File: config.mk
export PLATFORM = sky130hd
export DESIGN_NAME = seq_detect_param
export DESIGN_NICKNAME = d
export VERILOG_FILES = /design/src/rtl/seq_det_pkg.sv /design/src/rtl/sat_counter.sv /design/src/rtl/seq_detect_param.sv
export SDC_FILE = /design/constraint.sdc
export NUM_CORES = 1
export LEC_CHECK = 0
export ABC_CLOCK_PERIOD_IN_PS = 1690
export BUFFER_PORTS_ARGS = -buffer_cell sky130_fd_sc_hd__buf_2
export CAP_MARGIN = 15
export CORE_MARGIN = 2
export CORE_UTILIZATION = 47
export CTS_BUF_LIST = sky130_fd_sc_hd__clkbuf_16
export DETAILED_ROUTE_END_ITERATION = 7
export PLACE_DENSITY_LB_ADDON = 0.2
export SLEW_MARGIN = 20
export SYNTH_ARGS = -nofsm -noshare
export SYNTH_HDL_FRONTEND = slang
export SYNTH_SLANG_ARGS = --single-unit
File: constraint.sdc
create_clock -name clk -period 1.69 [get_ports clk]
set_input_delay 0.0845 -clock clk [delete_from_list [all_inputs] [get_ports clk]]
set_output_delay 0.0845 -clock clk [all_outputs]
set_load 0.02 [all_outputs]
File: src/rtl/seq_det_pkg.sv
// Shared constants for the serial pattern detector: overlap mode encodings
// and the pattern loaded at reset.
package seq_det_pkg;

  typedef enum logic {
    MODE_NONOVL = 1'b0,
    MODE_OVL    = 1'b1
  } mode_e;

  localparam logic [3:0] PAT_DEFAULT_C = 4'b1101;

endpackage

File: src/rtl/sat_counter.sv
// Saturating up-counter with synchronous clear; clear takes priority over increment.
module sat_counter #(
  parameter int CNT_W = 8
) (
  input  logic             clk,
  input  logic             reset,
  input  logic             inc,
  input  logic             clr,
  output logic [CNT_W-1:0] cnt
);

  logic [CNT_W-1:0] r_cnt;

  always_ff @(posedge clk or posedge reset) begin
    if (reset) begin
      r_cnt <= '0;
    end else if (clr) begin
      r_cnt <= '0;
    end else if (inc && (r_cnt != {CNT_W{1'b1}})) begin
      r_cnt <= r_cnt + 1'b1;
    end
  end

  assign cnt = r_cnt;

endmodule

File: src/rtl/seq_detect_param.sv
// Serial MSB-first pattern detector with loadable pattern and overlap select.
// Match counter is built only when SEQ_DETECT_CNT_EN is defined.
module seq_detect_param
  import seq_det_pkg::*;
#(
  parameter int               PAT_W       = 4,
  parameter logic [PAT_W-1:0] PAT_DEFAULT = PAT_W'(PAT_DEFAULT_C),
  parameter int               CNT_W       = 8
) (
  input  logic             clk,
  input  logic             reset,
  input  logic             en,
  input  logic             x,
  input  logic             overlap,
  input  logic             pat_ld,
  input  logic [PAT_W-1:0] pat_in,
  input  logic             cnt_clr,
  output logic             z,
  output logic             z_r,
  output logic [CNT_W-1:0] match_cnt
);

  localparam int               FILL_W    = $clog2(PAT_W);
  localparam logic [FILL_W-1:0] FILL_FULL = FILL_W'(PAT_W - 1);

  logic [PAT_W-1:0]  r_pat;
  logic [PAT_W-2:0]  r_hist;
  logic [FILL_W-1:0] r_fill;
  logic              r_z;

  logic [PAT_W-1:0]  w_window;
  logic              w_z;
  logic              w_restart;
  mode_e             w_mode;

  // Oldest history bit lines up with pat[PAT_W-1], the live bit with pat[0].
  assign w_window  = {r_hist, x};
  assign w_mode    = mode_e'(overlap);
  assign w_z       = en && !pat_ld && (r_fill == FILL_FULL) && (w_window == r_pat);
  assign w_restart = w_z && (w_mode == MODE_NONOVL);

  always_ff @(posedge clk or posedge reset) begin
    if (reset) begin
      r_pat  <= PAT_DEFAULT;
      r_hist <= '0;
      r_fill <= '0;
      r_z    <= 1'b0;
    end else begin
      r_z <= w_z;
      if (pat_ld) begin
        r_pat  <= pat_in;
        r_fill <= '0;
      end else if (en) begin
        if (w_restart) begin
          r_fill <= '0;
        end else begin
          r_hist <= w_window[PAT_W-2:0];
          if (r_fill != FILL_FULL) begin
            r_fill <= r_fill + 1'b1;
          end
        end
      end
    end
  end

  assign z   = w_z;
  assign z_r = r_z;

`ifdef SEQ_DETECT_CNT_EN
  sat_counter #(
    .CNT_W(CNT_W)
  ) u_cnt (
    .clk  (clk),
    .reset(reset),
    .inc  (w_z),
    .clr  (cnt_clr),
    .cnt  (match_cnt)
  );
`else
  logic w_unused_clr;
  assign w_unused_clr = cnt_clr;
  assign match_cnt    = '0;
`endif

endmodule
==> impl_metrics.py, run 1 <==
metrics = {
    "global_routing": {
        "grt_pass1_wl_mm": 1.580,
        "grt_start_max_net_pins": 11,
        "overflow": 0,
        "grt_pass1_vias": 368,
        "antenna_found_initial": 0,
        "gr-usage-all-layers_pct": 16.01,
    },
    "power": {
        "p_comb_share_pct": 14.7,
        "seqPwrFrac_pct": 35.1,
        "switchingPower_w": 0.0001975,
        "power.share.clock_pct": 50.2,
        "p_int_w": 0.0006367,
        "netSwitchingFraction_pct": 23.68,
        "power_density_nw_per_um2": 1115,
        "finalPower_w": 0.0008343,
        "leakage_nw": 0.3317,
        "ir_worst_vdd_mv": 0.7078,
    },
    "die": {
        "ios": 21,
        "die_x_um": 40.49,
        "die_area_um2": 1639,
        "initial_core_util_pct": 49.31,
        "num_rows": 13,
        "die_height_um": 40.49,
        "fp.coreArea_um2": 1269,
    },
    "synthesis": {
        "synth_area_um2": 625.6,
        "synthCells": 58,
        "synthXorXnorAreaFrac_pct": 5.600,
        "synthTopCellsByArea": "dfrtp_1 (28%), dfstp_2 (13%), buf_4 (9.6%), mux2_2 (7.2%), xnor2_1 (5.6%)",
        "synth-adder-area-share_pct": 2.000,
        "synth_top_family_by_area": "simple AND/OR/NAND/NOR gates",
        "ys_seq_area_share_pct": 40.60,
        "yosysTopAreaCell": "dfrtp_1",
        "synth-seq-cells": 10,
        "yosys_warnings": 0,
        "yosysTopAreaCellShare_pct": 28.00,
        "ys_types": 24,
        "synth_compound_area_share_pct": 9.600,
        "synth.area.mux_share_pct": 8.800,
        "yosys.area_share.simple_pct": 19.60,
        "syn_area_per_cell_um2": 10.79,
    },
    "critical_path": {
        "rr_worst_depth": 4,
        "worstSetupStartpointType": "flop",
        "r2r_slack_ps": 210,
        "critPathCaptureType": "output pin",
        "r2r-start": "r_pat[0]",
        "worst-setup-path-type": "reg -> out",
        "cp.required_ps": 1610,
        "r2r_end": "r_hist[2]",
        "crit_fanout": 7,
        "cp.arrival_ps": 1460,
    },
    "clocking": {
        "htreeDepth": 1,
        "cts_made_buffers": 3,
        "cts_tree": "done",
        "clock_path_buffers": 2,
        "cts-root-buf": "clkbuf_16",
        "path_clk_slew_ps": 40,
        "cts.sinks": 10,
        "clkLatencyLatePin_ps": 240,
        "cts_setup_buffers": 0,
    },
    "hold_path": {
        "hold_depth": 2,
        "hp-start": "pat_in[2]",
        "hold_path.class": "in -> reg",
        "hold_end": "r_pat[2]",
    },
    "layout": {
        "layout_commonest_cell": "buf_2",
        "final_cell_mix": "buf_2 (11), conb_1 (8), nand2_1 (7), dfrtp_1 (7)",
        "drive_above_1_share_pct": 36.11,
        "antenna_cells": 0,
        "fin_nets": 85,
        "syn2layout_area_growth_pct": 19.60,
        "final_area_um2": 748.2,
    },
    "sta": {
        "finalCriticalPeriod_ps": 1545,
        "tns_ps": 0,
        "min_period_over_period_pct": 91.44,
        "finalSetupViolations": 0,
        "layout_setup_ws_ps": 144.6,
        "final_hold_viol_count": 0,
        "rsz0062_at_grt": "false",
        "hold_ws_ps": 78.23,
        "timing.fmax_mhz": 647.1,
        "slew_viol_final": 0,
        "fin_skew_ps": 3.078,
    },
    "place": {
        "place_ws_ps": 213.7,
        "dp_hpwl_um": 742,
        "port_buffers": 11,
        "placed_cell_area_um2": 654.4,
        "globalplace.congestion": 0.7445,
    },
    "route": {
        "routed-via-count": 427,
        "wl_per_cell_um": 10.98,
        "drt_iter0_markers": 6,
        "via_per_inst": 4.908,
        "totalWireLength_um": 955,
        "firstDrtPassIters": 4,
        "final_antenna_net_count": 0,
        "drc": 0,
    },
    "run_status": {
        "status": "finished, final reports clean",
    },
    "run": {
        "drv_cap": 0,
    },
}
cells by family (layout without fill, tap and decap cells):
| kind of cell | count (synthesis) | in the layout |
|---|---|---|
| buf+inv | 12 | 19 |
| xor+xnor | 4 | 4 |
| compound gates | 7 | 7 |
| fa+ha+maj | 1 | 1 |
| other cells | 1 | 8 |
| simple gates | 18 | 18 |
| mux | 5 | 5 |
| flops | 10 | 10 |
repair_timing:
| item | CTS | global route |
|---|---|---|
| hold buffers | 1 | 0 |
| gates resized for setup | 0 | 1 |
| hold endpoints to repair | 7 | 0 |
| setup endpoints to repair | 0 | 1 |
through the flow:
step,instances,util (%)
2_1_floorplan,65,-
3_3_place_gp,82,51.58
3_5_place_dp,82,51.58
4_1_cts,87,58.58
5_1_grt,87,58.97
6_report,87,58.97
critical path, stage by stage (launching register included):
cell and delay [ps]:
dfstp_2 530, xnor2_1 130, nand3_2 170, nor3_2 200
buf_2 190
Yosys cell counts:
| master | instances |
|---|---|
| buf_4 | 8 |
| dfrtp_1 | 7 |
| nand2_1 | 7 |
| mux2_2 | 4 |
| xnor2_1 | 4 |
| dfstp_2 | 3 |
| inv_1 | 3 |
| nand4bb_1 | 3 |
| o211ai_1 | 3 |
| nand2b_1 | 2 |
| a21oi_1 | 1 |
| a311oi_1 | 1 |
| and3_1 | 1 |
| buf_6 | 1 |
| conb_1 | 1 |
| ha_1 | 1 |
| mux2i_1 | 1 |
| nand3_2 | 1 |
| nor2b_2 | 1 |
| nor3_1 | 1 |
| nor4_2 | 1 |
| o31ai_1 | 1 |
| o32ai_2 | 1 |
| or2b_1 | 1 |
per-layer routing:
layer	GRT usage, %	wire, um	part of all wire [%]
met4	10.00	20	2.1
met1	19.52	450	47
met3	8.333	48	5.0
met5	0	0	0
met2	21.83	435	46
power groups by stage:
stage	Sequential, W	Clock, W	Combinational (W)
finish	0.000293	0.000419	0.000122
floorplan	0.000291	0	0.000114
CTS	0.000293	0.000424	0.000123
global placement	0.000296	0	0.000119
global route	0.000297	0.000446	0.000138
detailed placement	0.000297	0	0.000120
layout make-up:
class / count / area (um2)
repair buffers: 12 / 65.06
clock inverters: 1 / 3.754
multi-input cells: 43 / 320.3
inverters: 3 / 11.26
fillers: 114 / 520.5
clock buffers: 3 / 75.07
flip-flops and latches: 10 / 254.0
well taps: 15 / 18.77
sequential cells by signal, summed over array words and instances, names as in the netlist:
register,flops
r_pat,4
z_r,1
r_hist,3
r_fill,2
worst max path at each step:
stage / cells past startpoint / slack, ps / to / startpoint
2_1_floorplan: 3 / 160 / z_r / r_pat[0]
3_3_place_gp: 4 / 200 / r_hist[2] / r_pat[0]
3_5_place_dp: 4 / 210 / r_hist[2] / r_pat[0]
4_1_cts: 4 / 70 / z / r_pat[0]
5_1_grt: 4 / 20 / z / r_pat[2]
6_report: 4 / 140 / z / r_pat[0]
No activity file was read; power rests on OpenSTA's default activity.
==> run 2: changes to the inputs <==
ABC_CLOCK_PERIOD_IN_PS = 1350   (was 1690)
CORE_UTILIZATION = 43   (was 47)
clock period = 1.35 ns   (was 1.69 ns; I/O delays follow)
==> run 2 against run 1 <==
- first-iteration DRC count did not move
- non-clock buffer count rose by 6
- count of clock-buffer cells in the layout did not move
- via count rose by 9.6%
- worst hold slack got worse by 17 ps
- utilization rose by 7.1 points
- the run now ends with setup timing left
- critical path depth rose by 1
==> impl_metrics.py, run 2 (synthesis gave the netlist of run 1 again) <==
metrics = {
    "run_status": {
        "status": "finished with violations",
        "violations": "setup timing",
    },
    "critical_path": {
        "critPathCaptureType": "output pin",
        "crit_path_max_incr_delay_ps": 550,
        "cpMaxStageDelayCell": "dfstp_2",
        "worst-setup-path-type": "reg -> out",
        "r2r_slack_ps": -100,
        "cp_num_buf_inv": 2,
        "cp.arrival_ps": 1430,
        "crit_family": "flip-flops",
        "worstSetupStartpointType": "flop",
        "cp.required_ps": 1280,
        "rr_worst_depth": 5,
        "path_cells": "xnor2_2 -> nand3_2 -> buf_6 -> nor3_4 -> buf_6",
        "r2r_end": "r_fill[1]",
        "r2r-start": "r_pat[0]",
        "crit_fanout": 2,
        "crit_path_frequent_cell": "buf_6",
    },
    "sta": {
        "finalSetupViolations": 6,
        "min_period_over_period_pct": 111.2,
        "layout_setup_ws_ps": -150.6,
        "final_hold_viol_count": 0,
        "timing.fmax_mhz": 666.4,
        "fin_skew_ps": 5.695,
        "finalCriticalPeriod_ps": 1501,
        "slew_viol_final": 0,
        "rsz0062_at_grt": "true",
    },
    "global_routing": {
        "gr-usage-all-layers_pct": 17.27,
        "grt_start_max_net_pins": 11,
        "busiest_layer": "met2",
        "met2_usage_pct": 27.50,
        "overflow": 0,
        "grt_pass1_wl_mm": 2.270,
        "antenna_found_initial": 0,
        "grt.met3_usage_pct": 3.879,
        "grtUsageMet1_pct": 21.62,
        "grt_pass1_vias": 510,
    },
    "die": {
        "die_height_um": 42.14,
        "die_x_um": 42.14,
        "initial_core_util_pct": 46.90,
        "ios": 21,
        "die_area_um2": 1776,
        "num_rows": 13,
        "fp.coreArea_um2": 1334,
    },
    "layout": {
        "largest_reg_flops": 4,
        "reg.largest.list": "r_pat: 4 flops, r_hist: 3 flops, r_fill: 2 flops",
        "final_cell_mix": "buf_2 (10), conb_1 (8), dfrtp_1 (7)",
        "fin_nets": 91,
        "antenna_cells": 0,
        "syn2layout_area_growth_pct": 40.80,
        "top_register": "r_pat",
        "drive_above_1_share_pct": 47.44,
        "final_area_um2": 880.8,
        "stdcell_count": 93,
        "layout_commonest_cell": "buf_2",
        "nFillCells": 91,
    },
    "clocking": {
        "path_clk_slew_ps": 40,
        "cts_tree": "done",
        "cts-root-buf": "clkbuf_16",
        "htreeDepth": 1,
        "cts_made_buffers": 3,
        "cts.sinks": 10,
        "clkLatencyLatePin_ps": 240,
        "clock_path_buffers": 2,
    },
    "hold_path": {
        "hold_end": "r_pat[0]",
        "hold_depth": 2,
        "hp-start": "pat_in[0]",
        "hold_path.class": "in -> reg",
    },
    "power": {
        "switchingPower_w": 0.0003029,
        "netSwitchingFraction_pct": 26.29,
        "power.share.clock_pct": 46.5,
        "p_int_w": 0.0008492,
        "power_density_nw_per_um2": 1308,
        "leakage_nw": 0.4113,
        "finalPower_w": 0.001152,
        "ir_worst_vdd_mv": 0.6938,
        "p_comb_share_pct": 21.3,
        "seqPwrFrac_pct": 32.2,
    },
    "run": {
        "drv_cap": 0,
    },
    "place": {
        "dp_cells": 86,
        "globalplace.congestion": 0.7242,
        "placed_cell_area_um2": 689.4,
        "dp_hpwl_um": 817.1,
        "place_ws_ps": -125.3,
        "port_buffers": 11,
    },
    "route": {
        "drt_iter0_markers": 6,
        "via_per_inst": 5.032,
        "drc": 0,
        "final_antenna_net_count": 0,
        "totalWireLength_mm": 1.258,
        "firstDrtPassIters": 3,
        "routed-via-count": 468,
        "wl_per_cell_um": 13.53,
    },
}
==> run 2: cell types whose count changed in the layout (fill, tap and decap cells not counted), moves of 3 or more <==
cell     before  now
xnor2_2       0    3
buf_6         0    4
buf_4         0    3
xnor2_1       4    1
==> run 2: area by class of cell <==
| class | count | area, um2 | share of cell area [%] |
|---|---|---|---|
| Multi-Input combinational cell | 43 | 390.4 | 44.32 |
| Tap cell | 15 | 18.77 | 2.131 |
| Sequential cell | 10 | 254.0 | 28.84 |
| Clock inverter | 1 | 3.754 | 0.4261 |
| Inverter | 3 | 11.26 | 1.278 |
| Clock buffer | 3 | 75.07 | 8.523 |
| Timing Repair Buffer | 18 | 127.6 | 14.49 |
==> run 2: layer usage <==
metal,wire length [um],part of all wire (%),vias up
met5,0,0,-
met4,28,2.2,0
met3,55,4.4,6
met2,596,47,16
met1,577,46,219
li1,-,-,227
==> run 2: timing repair <==
item / in CTS / in global routing
pin swaps: 6 / 4
endpoints found under the setup margin: 6 / 6
hold endpoints to repair: 7 / 0
resized for setup: 12 / 3
hold buffers: 1 / 0
buffers inserted: 2 / 0
==> run 2: worst reg2reg max path: stages (launching register included) <==
cell     delay, ps
dfstp_2        550
xnor2_2        110
nand3_2        120
buf_6          160
o32ai_4        210
mux2i_1        210
==> run 2: through the flow <==
| stage | setup TNS, ps | hold slack, ps | util, % |
|---|---|---|---|
| finish | -435.8 | 61.23 | 66.04 |
| global route | -802.2 | 66.41 | 66.04 |
| CTS | -404.5 | 64.86 | 64.73 |
| detailed placement | -500.7 | 72.24 | 51.69 |
| global placement | -326.3 | 67.74 | 51.69 |
| floorplan | -6.158 | -94.47 | - |
==> run 2: worst max-delay path by stage <==
stage                endpoint      from  slack (ps)  depth (start not counted)
detailed placement  r_hist[2]  r_pat[0]        -130                          4
floorplan           r_hist[0]  r_pat[0]          -3                          4
global route                z  r_pat[0]        -200                          5
finish                      z  r_pat[0]        -150                          5
CTS                         z  r_pat[0]        -150                          5
global placement    r_hist[0]  r_pat[2]         -70                          4
==> run 2: power groups by stage <==
stage	clock network, W	registers [W]	logic [W]
2_1_floorplan	0	0.000364	0.000144
3_3_place_gp	0	0.000368	0.000175
3_5_place_dp	0	0.000368	0.000178
4_1_cts	0.000535	0.000371	0.000230
5_1_grt	0.000560	0.000377	0.000266
6_report	0.000535	0.000371	0.000246
==> run 3: changes to the inputs <==
TNS_END_PERCENT = 50   (was unset)
==> run 3 against run 2 <==
- the flow still finishes with violations (setup timing)
- wire length increased by 0.24%
- sequential power is essentially flat
- combinational power is essentially flat
- first-iteration DRC count increased by 50%
- count of clock-buffer cells in the layout is the same
- critical path depth stayed put
- utilization did not move
- via count is 0.64% higher
- cell area unchanged
- worst hold slack hardly changed
- register-to-register slack is essentially flat
- critical path type unchanged
- highest routed layer unchanged
==> impl_metrics.py, run 3 (synthesis gave the netlist of run 1 again) <==
metrics = {
    "clocking": {
        "cts_made_buffers": 3,
        "cts-root-buf": "clkbuf_16",
        "clock_path_buffers": 2,
        "path_clk_slew_ps": 40,
        "htreeDepth": 1,
        "cts.sinks": 10,
        "clkLatencyLatePin_ps": 240,
        "cts_tree": "done",
    },
    "global_routing": {
        "grt_pass1_vias": 509,
        "grt_start_max_net_pins": 11,
        "antenna_found_initial": 0,
        "grt_pass1_wl_mm": 2.263,
        "gr-usage-all-layers_pct": 17.27,
        "overflow": 0,
    },
    "power": {
        "switchingPower_w": 0.0003031,
        "p_int_w": 0.0008492,
        "p_comb_share_pct": 21.3,
        "power.share.clock_pct": 46.4,
        "leakage_nw": 0.4113,
        "power_density_nw_per_um2": 1308,
        "netSwitchingFraction_pct": 26.31,
        "seqPwrFrac_pct": 32.2,
        "ir_worst_vdd_mv": 0.6936,
    },
    "run_status": {
        "status": "finished with violations",
        "violations": "setup timing",
    },
    "die": {
        "fp.coreArea_um2": 1334,
        "die_area_um2": 1776,
        "die_height_um": 42.14,
        "initial_core_util_pct": 46.90,
        "num_rows": 13,
        "ios": 21,
        "die_x_um": 42.14,
    },
    "hold_path": {
        "hold_path.class": "in -> reg",
    },
    "layout": {
        "drive_above_1_share_pct": 47.44,
        "antenna_cells": 0,
        "syn2layout_area_growth_pct": 40.80,
        "reg.largest.list": "r_pat: 4 flops, r_hist: 3 flops, r_fill: 2 flops",
        "top_register": "r_pat",
        "fin_nets": 91,
        "final_cell_mix": "buf_2 (10), conb_1 (8), dfrtp_1 (7)",
        "layout_commonest_cell": "buf_2",
        "largest_reg_flops": 4,
        "finish.utilization_pct": 66.04,
    },
    "place": {
        "place_ws_ps": -125.3,
        "dp_hpwl_um": 817.1,
        "port_buffers": 11,
        "globalplace.congestion": 0.7242,
    },
    "route": {
        "wl_per_cell_um": 13.56,
        "via_per_inst": 5.065,
        "drc": 0,
        "final_antenna_net_count": 0,
        "drt_iter0_markers": 9,
        "totalWireLength_mm": 1.261,
        "firstDrtPassIters": 3,
        "routed-via-count": 471,
    },
    "critical_path": {
        "worstSetupStartpointType": "flop",
        "cp.arrival_ps": 1430,
        "critPathCaptureType": "output pin",
        "crit_fanout": 2,
        "worst-setup-path-type": "reg -> out",
        "cp.required_ps": 1280,
    },
    "sta": {
        "layout_setup_ws_ps": -151.1,
        "final_hold_viol_count": 0,
        "fin_skew_ps": 5.695,
        "min_period_over_period_pct": 111.2,
        "timing.fmax_mhz": 666.2,
        "finalCriticalPeriod_ps": 1501,
        "slew_viol_final": 0,
        "finalSetupViolations": 6,
        "rsz0062_at_grt": "true",
    },
    "run": {
        "drv_cap": 0,
    },
}
==> run 3: cell counts in the layout (fill, tap and decap cells not counted) <==
No cell type changed its count.
==> run 3: per-layer routing <==
layer  GRT usage, %  wire (um)  up-vias
met2          27.50        598       16
met3          3.879         55        6
met5              0          0        -
met1          21.62        579      222
li1               -          -      227
met4          9.375         28        0
==> run 3: worst paths after layout <==
kind                       slack (ps)   endpoint  startpoint  cells past startpoint
max in group asynchronous         660   r_pat[3]       reset                      3
min                                60   r_pat[0]   pat_in[0]                      2
max                              -150          z    r_pat[0]                      5
min reg2reg                       500  r_fill[0]   r_fill[0]                      1
max reg2reg                      -100  r_fill[1]    r_pat[0]                      5
min in group asynchronous         360  r_hist[2]       reset                      3
==> run 3: area by class of cell <==
class / count / area (um2)
Clock inverter: 1 / 3.754
Inverter: 3 / 11.26
Timing Repair Buffer: 18 / 127.6
Clock buffer: 3 / 75.07
Fill cell: 91 / 452.9
Tap cell: 15 / 18.77
Multi-Input combinational cell: 43 / 390.4
Sequential cell: 10 / 254.0
==> run 3: worst max-delay path, stage by stage, from the launching register on <==
cell,delay (ps)
dfstp_2,550
xnor2_2,110
nand3_2,120
buf_6,140
nor3_4,130
buf_6,140
==> run 3: stage by stage <==
stage / setup TNS, ps / power, W / instance area [um2] / cells / hold slack (ps)
after floorplan: -6.158 / 0.0005083 / 656.9 / 65 / -94.47
after global placement: -326.3 / 0.0005431 / 689.4 / 86 / 67.74
after detailed placement: -500.7 / 0.0005459 / 689.4 / 86 / 72.24
after CTS: -404.5 / 0.001136 / 863.3 / 93 / 64.86
after global routing: -802.7 / 0.001203 / 880.8 / 93 / 66.41
final: -440.7 / 0.001152 / 880.8 / 93 / 61.26
==> run 3: power by group through the flow <==
stage               Clock (W)  Sequential [W]  Combinational (W)
finish               0.000535        0.000371           0.000246
global route         0.000560        0.000377           0.000266
CTS                  0.000535        0.000371           0.000230
detailed placement          0        0.000368           0.000178
global placement            0        0.000368           0.000175
floorplan                   0        0.000364           0.000144
==> run 3: repair_timing <==
| item | in CTS | in global routing |
|---|---|---|
| buffers inserted | 2 | 0 |
| hold buffers | 1 | 0 |
| gates resized for setup | 12 | 3 |
| endpoints found under the hold margin | 7 | 0 |
| setup endpoints to repair | 6 | 6 |
| pin swaps | 6 | 4 |
